`src/rtl/event_capture_8_if.sv`:
```
// Bus bundle for event_capture_8.
//   master : request side (drives I0..I7, MASK, ACK, CLR_LOST; observes status)
//   slave  : the capture/arbiter block (drives P0..P7, VALID, IDX, LOST)
//   I0..I7   async event request lines
//   MASK     per-channel arbitration mask (1 = excluded, still captured)
//   ACK      consumer accepts the current grant
//   CLR_LOST pulse that clears LOST
//   P0..P7   sticky pending flags, one per channel
//   VALID    grant valid
//   IDX      granted channel number
//   LOST     sticky "edge arrived on an already pending channel"
interface event_capture_8_if;
    logic       I0, I1, I2, I3, I4, I5, I6, I7;
    logic [7:0] MASK;
    logic       ACK;
    logic       CLR_LOST;
    logic       P0, P1, P2, P3, P4, P5, P6, P7;
    logic       VALID;
    logic [2:0] IDX;
    logic       LOST;

    modport master (
        output I0, I1, I2, I3, I4, I5, I6, I7, MASK, ACK, CLR_LOST,
        input  P0, P1, P2, P3, P4, P5, P6, P7, VALID, IDX, LOST
    );

    modport slave (
        input  I0, I1, I2, I3, I4, I5, I6, I7, MASK, ACK, CLR_LOST,
        output P0, P1, P2, P3, P4, P5, P6, P7, VALID, IDX, LOST
    );
endinterface

```
`src/rtl/event_capture_8.sv`:
```
// 8-channel event capture and round-robin service arbiter.
// Each async request line is synchronised (two flops), rising edges are detected against a
// third flop and latched into a sticky pending flag. One unmasked pending channel at a time is
// granted (VALID/IDX) and its flag is cleared when the consumer acknowledges.
//   clk    : rising-edge clock
//   rst_n  : asynchronous active-low reset
//   bus_io : event_capture_8_if slave modport (requests, mask, ack, status outputs)
module event_capture_8 (
    input  logic                     clk,
    input  logic                     rst_n,
    event_capture_8_if.slave         bus_io
);

    typedef enum logic [0:0] {StIdle, StGrant} state_e;

    logic [7:0] req;
    logic [7:0] s1_q, s2_q, prev_q;
    logic [7:0] evt_edge;
    logic [7:0] pend_q, pend_d;
    logic [7:0] eligible;
    logic [7:0] clr_vec;
    logic       lost_q, lost_d;
    logic [2:0] idx_q, idx_d;
    logic [2:0] ptr_q, ptr_d;
    state_e     state_q, state_d;
    logic       pick_found;
    logic [2:0] pick_idx;
    logic [2:0] cand;

    assign req = {bus_io.I7, bus_io.I6, bus_io.I5, bus_io.I4,
                  bus_io.I3, bus_io.I2, bus_io.I1, bus_io.I0};

    assign evt_edge = s2_q & ~prev_q;
    assign eligible = pend_q & ~bus_io.MASK;

    // Round-robin search: first eligible channel starting at ptr_q, wrapping 7 -> 0.
    always_comb begin
        pick_found = 1'b0;
        pick_idx   = ptr_q;
        cand       = '0;
        for (int i = 0; i < 8; i++) begin
            cand = ptr_q + i[2:0];
            if (!pick_found && eligible[cand]) begin
                pick_found = 1'b1;
                pick_idx   = cand;
            end
        end
    end

    always_comb begin
        state_d = state_q;
        idx_d   = idx_q;
        ptr_d   = ptr_q;
        clr_vec = '0;
        unique case (state_q)
            StIdle: begin
                if (pick_found) begin
                    idx_d   = pick_idx;
                    state_d = StGrant;
                end
            end
            StGrant: begin
                // Grant is held regardless of mask or new edges until the consumer accepts.
                if (bus_io.ACK) begin
                    clr_vec[idx_q] = 1'b1;
                    ptr_d          = idx_q + 3'd1;
                    state_d        = StIdle;
                end
            end
            default: state_d = StIdle;
        endcase
    end

    // A new edge wins over a same-cycle clear, so the flag survives an ACK collision.
    assign pend_d = (pend_q & ~clr_vec) | evt_edge;

    // A loss is an edge on a flag that stays set; it also wins over CLR_LOST.
    always_comb begin
        lost_d = lost_q;
        if (|(evt_edge & pend_q & ~clr_vec)) begin
            lost_d = 1'b1;
        end else if (bus_io.CLR_LOST) begin
            lost_d = 1'b0;
        end
    end

    always_ff @(posedge clk or negedge rst_n) begin
        if (!rst_n) begin
            s1_q    <= '0;
            s2_q    <= '0;
            prev_q  <= '0;
            pend_q  <= '0;
            lost_q  <= 1'b0;
            idx_q   <= '0;
            ptr_q   <= '0;
            state_q <= StIdle;
        end else begin
            s1_q    <= req;
            s2_q    <= s1_q;
            prev_q  <= s2_q;
            pend_q  <= pend_d;
            lost_q  <= lost_d;
            idx_q   <= idx_d;
            ptr_q   <= ptr_d;
            state_q <= state_d;
        end
    end

    assign bus_io.P0    = pend_q[0];
    assign bus_io.P1    = pend_q[1];
    assign bus_io.P2    = pend_q[2];
    assign bus_io.P3    = pend_q[3];
    assign bus_io.P4    = pend_q[4];
    assign bus_io.P5    = pend_q[5];
    assign bus_io.P6    = pend_q[6];
    assign bus_io.P7    = pend_q[7];
    assign bus_io.VALID = (state_q == StGrant);
    assign bus_io.IDX   = idx_q;
    assign bus_io.LOST  = lost_q;

endmodule

```
`src/flat_wrapper.sv`:
```
// flat-port wrapper written by rule: the top's interface ports become plain ports
module event_capture_8_flat 
  (clk, rst_n, bus_io_I0, bus_io_I1, bus_io_I2, bus_io_I3, bus_io_I4, bus_io_I5, bus_io_I6, bus_io_I7, bus_io_MASK, bus_io_ACK, bus_io_CLR_LOST, bus_io_P0, bus_io_P1, bus_io_P2, bus_io_P3, bus_io_P4, bus_io_P5, bus_io_P6, bus_io_P7, bus_io_VALID, bus_io_IDX, bus_io_LOST);
  event_capture_8_if bus_io_i ();
  input  logic clk;
  input  logic rst_n;
  input wire logic [$bits(bus_io_i.I0)-1:0] bus_io_I0;
  input wire logic [$bits(bus_io_i.I1)-1:0] bus_io_I1;
  input wire logic [$bits(bus_io_i.I2)-1:0] bus_io_I2;
  input wire logic [$bits(bus_io_i.I3)-1:0] bus_io_I3;
  input wire logic [$bits(bus_io_i.I4)-1:0] bus_io_I4;
  input wire logic [$bits(bus_io_i.I5)-1:0] bus_io_I5;
  input wire logic [$bits(bus_io_i.I6)-1:0] bus_io_I6;
  input wire logic [$bits(bus_io_i.I7)-1:0] bus_io_I7;
  input wire logic [$bits(bus_io_i.MASK)-1:0] bus_io_MASK;
  input wire logic [$bits(bus_io_i.ACK)-1:0] bus_io_ACK;
  input wire logic [$bits(bus_io_i.CLR_LOST)-1:0] bus_io_CLR_LOST;
  output wire logic [$bits(bus_io_i.P0)-1:0] bus_io_P0;
  output wire logic [$bits(bus_io_i.P1)-1:0] bus_io_P1;
  output wire logic [$bits(bus_io_i.P2)-1:0] bus_io_P2;
  output wire logic [$bits(bus_io_i.P3)-1:0] bus_io_P3;
  output wire logic [$bits(bus_io_i.P4)-1:0] bus_io_P4;
  output wire logic [$bits(bus_io_i.P5)-1:0] bus_io_P5;
  output wire logic [$bits(bus_io_i.P6)-1:0] bus_io_P6;
  output wire logic [$bits(bus_io_i.P7)-1:0] bus_io_P7;
  output wire logic [$bits(bus_io_i.VALID)-1:0] bus_io_VALID;
  output wire logic [$bits(bus_io_i.IDX)-1:0] bus_io_IDX;
  output wire logic [$bits(bus_io_i.LOST)-1:0] bus_io_LOST;
  assign bus_io_i.I0 = bus_io_I0;
  assign bus_io_i.I1 = bus_io_I1;
  assign bus_io_i.I2 = bus_io_I2;
  assign bus_io_i.I3 = bus_io_I3;
  assign bus_io_i.I4 = bus_io_I4;
  assign bus_io_i.I5 = bus_io_I5;
  assign bus_io_i.I6 = bus_io_I6;
  assign bus_io_i.I7 = bus_io_I7;
  assign bus_io_i.MASK = bus_io_MASK;
  assign bus_io_i.ACK = bus_io_ACK;
  assign bus_io_i.CLR_LOST = bus_io_CLR_LOST;
  assign bus_io_P0 = bus_io_i.P0;
  assign bus_io_P1 = bus_io_i.P1;
  assign bus_io_P2 = bus_io_i.P2;
  assign bus_io_P3 = bus_io_i.P3;
  assign bus_io_P4 = bus_io_i.P4;
  assign bus_io_P5 = bus_io_i.P5;
  assign bus_io_P6 = bus_io_i.P6;
  assign bus_io_P7 = bus_io_i.P7;
  assign bus_io_VALID = bus_io_i.VALID;
  assign bus_io_IDX = bus_io_i.IDX;
  assign bus_io_LOST = bus_io_i.LOST;
  event_capture_8 u_core (.clk(clk), .rst_n(rst_n), .bus_io(bus_io_i));
endmodule
```
`config.mk`:
```
export PLATFORM = sky130hd
export DESIGN_NAME = event_capture_8_flat
export DESIGN_NICKNAME = d
export VERILOG_FILES = /design/src/rtl/event_capture_8_if.sv /design/src/rtl/event_capture_8.sv /design/src/flat_wrapper.sv
export SDC_FILE = /design/constraint.sdc
export NUM_CORES = 1
export LEC_CHECK = 0
export CAP_MARGIN = 15
export CORE_MARGIN = 3
export CORE_UTILIZATION = 40
export DETAILED_ROUTE_END_ITERATION = 6
export GPL_TIMING_DRIVEN = 0
export PLACE_DENSITY = 0.65
export SETUP_SLACK_MARGIN = 0.05
export SLEW_MARGIN = 20
export SYNTH_ARGS = -nofsm -noshare
export SYNTH_HDL_FRONTEND = slang
export SYNTH_SLANG_ARGS = --single-unit
```
`constraint.sdc`:
```
create_clock -name clk -period 3.1 [get_ports clk]
set_clock_uncertainty 0.15 [all_clocks]
set_input_delay 0.31 -clock clk [delete_from_list [all_inputs] [get_ports clk]]
set_output_delay 0.31 -clock clk [all_outputs]
set_load 0.02 [all_outputs]
```
==> impl_metrics.yaml, run 1 <==
clock_tree:
  cts.clk_slew.worst_paths_ps: 80
  cts-root-buf: "clkbuf_8"
  clock_path_buffers: 2
  cts.sinks: 40
  cts_tree: "built"
  h-tree-depth: 2
  clock_latency_ps: 290
  cts_made_buffers: 5
critical_path:
  crit_chain: "clkdlybuf4s50_1 > and2b_1 > mux2_4 > mux4_2 > or3b_1 > or3_4 > o31a_1"
  crit_fanout: 6
  slowest_delay_ps: 530
  start_kind: "primary input"
  critical_path_class: "in2reg"
  crit_buf_inv: 1
  worstPathArrival_ps: 3010
  slowest_stage: "mux4_2"
  crit_family: "simple AND/OR/NAND/NOR gates"
  worst_ep_required_time_ps: 3120
  worstSetupEndpointType: "flop"
floorplan:
  rows: 27
  pin_count: 33
  core_area_um2: 5710
  initial_utilization: 0.428
  design.die.area_um2: 7080
  die_h_um: 84.2
  die_w_um: 84.2
pwr:
  power.total_mw: 3.59
  vdd_ir_drop_max_v: 0.000560
  p_leak_nw: 1.27
  power_density_nw_per_um2: 1140
placement:
  port_buffers: 32
  gp_congestion: 0.898
  placed_cell_area_um2: 2870
  dp.final_hpwl_um: 4740
  dp_cells: 331
logic_synthesis:
  netlist_instances: 226
  yosysWarnings: 0
  synth.avg_cell_area_um2: 10.8
  syn_area_um2: 2440
  synth_cell_types: 61
  ys_ff_latch: 40
  yosysTopAreaCell: "dfrtp_1"
  yosysSeqAreaShare: 0.410
  synthTopCellsByCount: "dfrtp_1, nand2_1, o21ai_0"
  ys_top_cells_by_area: "dfrtp_1, mux4_2, mux2i_1"
  synth_top_area_frac: 0.410
  ys.flop_type: "dfrtp_1"
  synth_fp_nets: 249
  synthArstFlopShare: 1.00
  synth-edff-count: 0
  synth_most_common_cell: "dfrtp_1"
finish:
  area_growth_pct: 29.3
  utilization: 0.553
  fill_cells: 508
  design_area_um2: 3160
  fin_cells: 347
  diodes: 0
  drive_above_1_share: 0.211
  layout.nets: 297
timing:
  finalHoldViolCount: 0
  fin_crit_ps: 2980
  rsz0062_at_grt: "false"
  slew_violations: 0
  whs_ps: 201
  period_share: 0.962
  slew_headroom: 0.611
  finalSetupViolCount: 0
  fmax_mhz: 335
  worst_pin_slew_ps: 582
global_routing:
  grt_pass1_wl_um: 10200
  grt_max_degree: 30
  grt.overflow.total: 0
  antenna_found_initial: 0
  grt_pass1_vias: 2086
  track_usage: 0.178
detailed_routing:
  antenna_left: 0
  post_drt_wl_per_cell_um: 17.5
  vias: 2030
  dr.pass1.iters: 4
  post_drt_via_cell_ratio: 5.85
  dr.first_iter.drc_count: 112
  drt_wl_total_um: 6080
  drc: 0
flow_run:
  max_cap_viol_count: 0
status:
  status: "finished, final reports clean"
hold_path:
  worstHoldPathType: "reg2reg"
-- worst paths after layout --
path,start,endpoint,slack (ps),depth (start not counted)
setup / recovery,bus_io_MASK[0],u_core.bus_io.VALID$_DFF_PN0_,120,7
hold / removal,u_core.s1_q[0]$_DFF_PN0_,u_core.s2_q[0]$_DFF_PN0_,200,0
hold reg to reg,u_core.s1_q[0]$_DFF_PN0_,u_core.s2_q[0]$_DFF_PN0_,200,0
max in group asynchronous,rst_n,u_core.prev_q[0]$_DFF_PN0_,2090,3
min in group asynchronous,rst_n,u_core.s1_q[1]$_DFF_PN0_,280,2
setup reg to reg,u_core.ptr_q[0]$_DFFE_PN0P_,u_core.bus_io.VALID$_DFF_PN0_,150,6
-- metal layers --
| layer | wire length, um | up-vias | share of wire | GRT usage |
|---|---|---|---|---|
| li1 | - | 950 | - | - |
| met2 | 3310 | 48 | 0.54 | 0.318 |
| met4 | 132 | 0 | 0.022 | 0.0658 |
| met5 | 0 | - | 0 | 0 |
| met1 | 2430 | 1021 | 0.40 | 0.219 |
| met3 | 207 | 11 | 0.034 | 0.0255 |
-- placed cells by master (no fill, tap or decap), types with 2 or more instances in the layout --
| master | instances |
|---|---|
| dfrtp_1 | 40 |
| clkdlybuf4s50_1 | 31 |
| nand2_1 | 19 |
| o21ai_0 | 17 |
| mux4_2 | 12 |
| mux2i_1 | 9 |
| inv_1 | 8 |
| a21oi_1 | 8 |
| nor3_1 | 8 |
| buf_4 | 8 |
| nor2_1 | 7 |
| nand2b_1 | 6 |
| nand3_1 | 5 |
| nor2b_1 | 5 |
| mux2_4 | 5 |
| clkbuf_8 | 5 |
| buf_2 | 4 |
| o31ai_1 | 3 |
| and2b_1 | 3 |
| and2_1 | 3 |
| o221ai_1 | 3 |
| buf_12 | 2 |
| clkinvlp_4 | 2 |
| xor2_2 | 2 |
| nor3b_1 | 2 |
| nor4b_1 | 2 |
| a31oi_1 | 2 |
| o31a_1 | 2 |
| a211oi_1 | 2 |
| o211ai_1 | 2 |
| ha_1 | 2 |
-- stage by stage --
step	TNS, ps	setup WS, ps
CTS	0	68.1
floorplan	0	97.1
finish	0	118
global route	0	31.0
global placement	-1090	-312
detailed placement	-1110	-336
-- area by class of cell --
class | instances | area (um2) | area share
well taps | 72 | 90.1 | 0.0285
multi-input cells | 166 | 1440 | 0.455
flip-flops and latches | 40 | 1000 | 0.317
repair buffers | 42 | 405 | 0.128
clock buffers | 5 | 68.8 | 0.0218
clock inverters | 3 | 42.5 | 0.0135
inverters | 12 | 58.8 | 0.0186
plain buffers | 7 | 53.8 | 0.0170
-- power breakdown --
part	internal [mW]	total, mW	switching, mW
clock	0.238	0.409	0.171
sequential	0.612	0.709	0.0964
combinational	1.15	2.47	1.32
-- state kept, by name, summed over array words and instances (netlist names) --
register / cells
u_core.ptr_q: 3
u_core.bus_io.LOST: 1
u_core.bus_io.VALID: 1
u_core.pend_q: 8
u_core.prev_q: 8
u_core.s2_q: 8
u_core.bus_io.IDX: 3
u_core.s1_q: 8
-- what timing repair did --
action / in CTS / in global routing
setup endpoints to repair: 4 / 4
pin swaps: 0 / 3
resized for setup: 12 / 10
hold endpoints to repair: 11 / 0
setup buffers: 0 / 8
hold buffers: 1 / 0
-- kinds of logic (layout without fill, tap and decap cells) --
kind of cell	after synthesis	after routing	synth area share
AO/OA/AOI/OAI	58	58	0.164
adder cells (fa/ha/maj)	3	3	0.0154
XOR/XNOR	5	5	0.0179
buffers and inverters	20	69	0.0399
AND/OR/NAND/NOR	71	71	0.164
multiplexers	29	29	0.189
flip-flops	40	40	0.410
(Power assumes the default switching activity.)
==> inputs of run 2 (changes only) <==
--- a/config.mk
+++ b/config.mk
@@ -12,7 +12,7 @@
 export GPL_TIMING_DRIVEN = 0
 export PLACE_DENSITY = 0.65
 export SETUP_SLACK_MARGIN = 0.05
-export SLEW_MARGIN = 20
+export SLEW_MARGIN = 25
 export SYNTH_ARGS = -nofsm -noshare
 export SYNTH_HDL_FRONTEND = slang
 export SYNTH_SLANG_ARGS = --single-unit
==> results of run 2 <==
Final layout, timing and power as in run 1 (identical DEF).
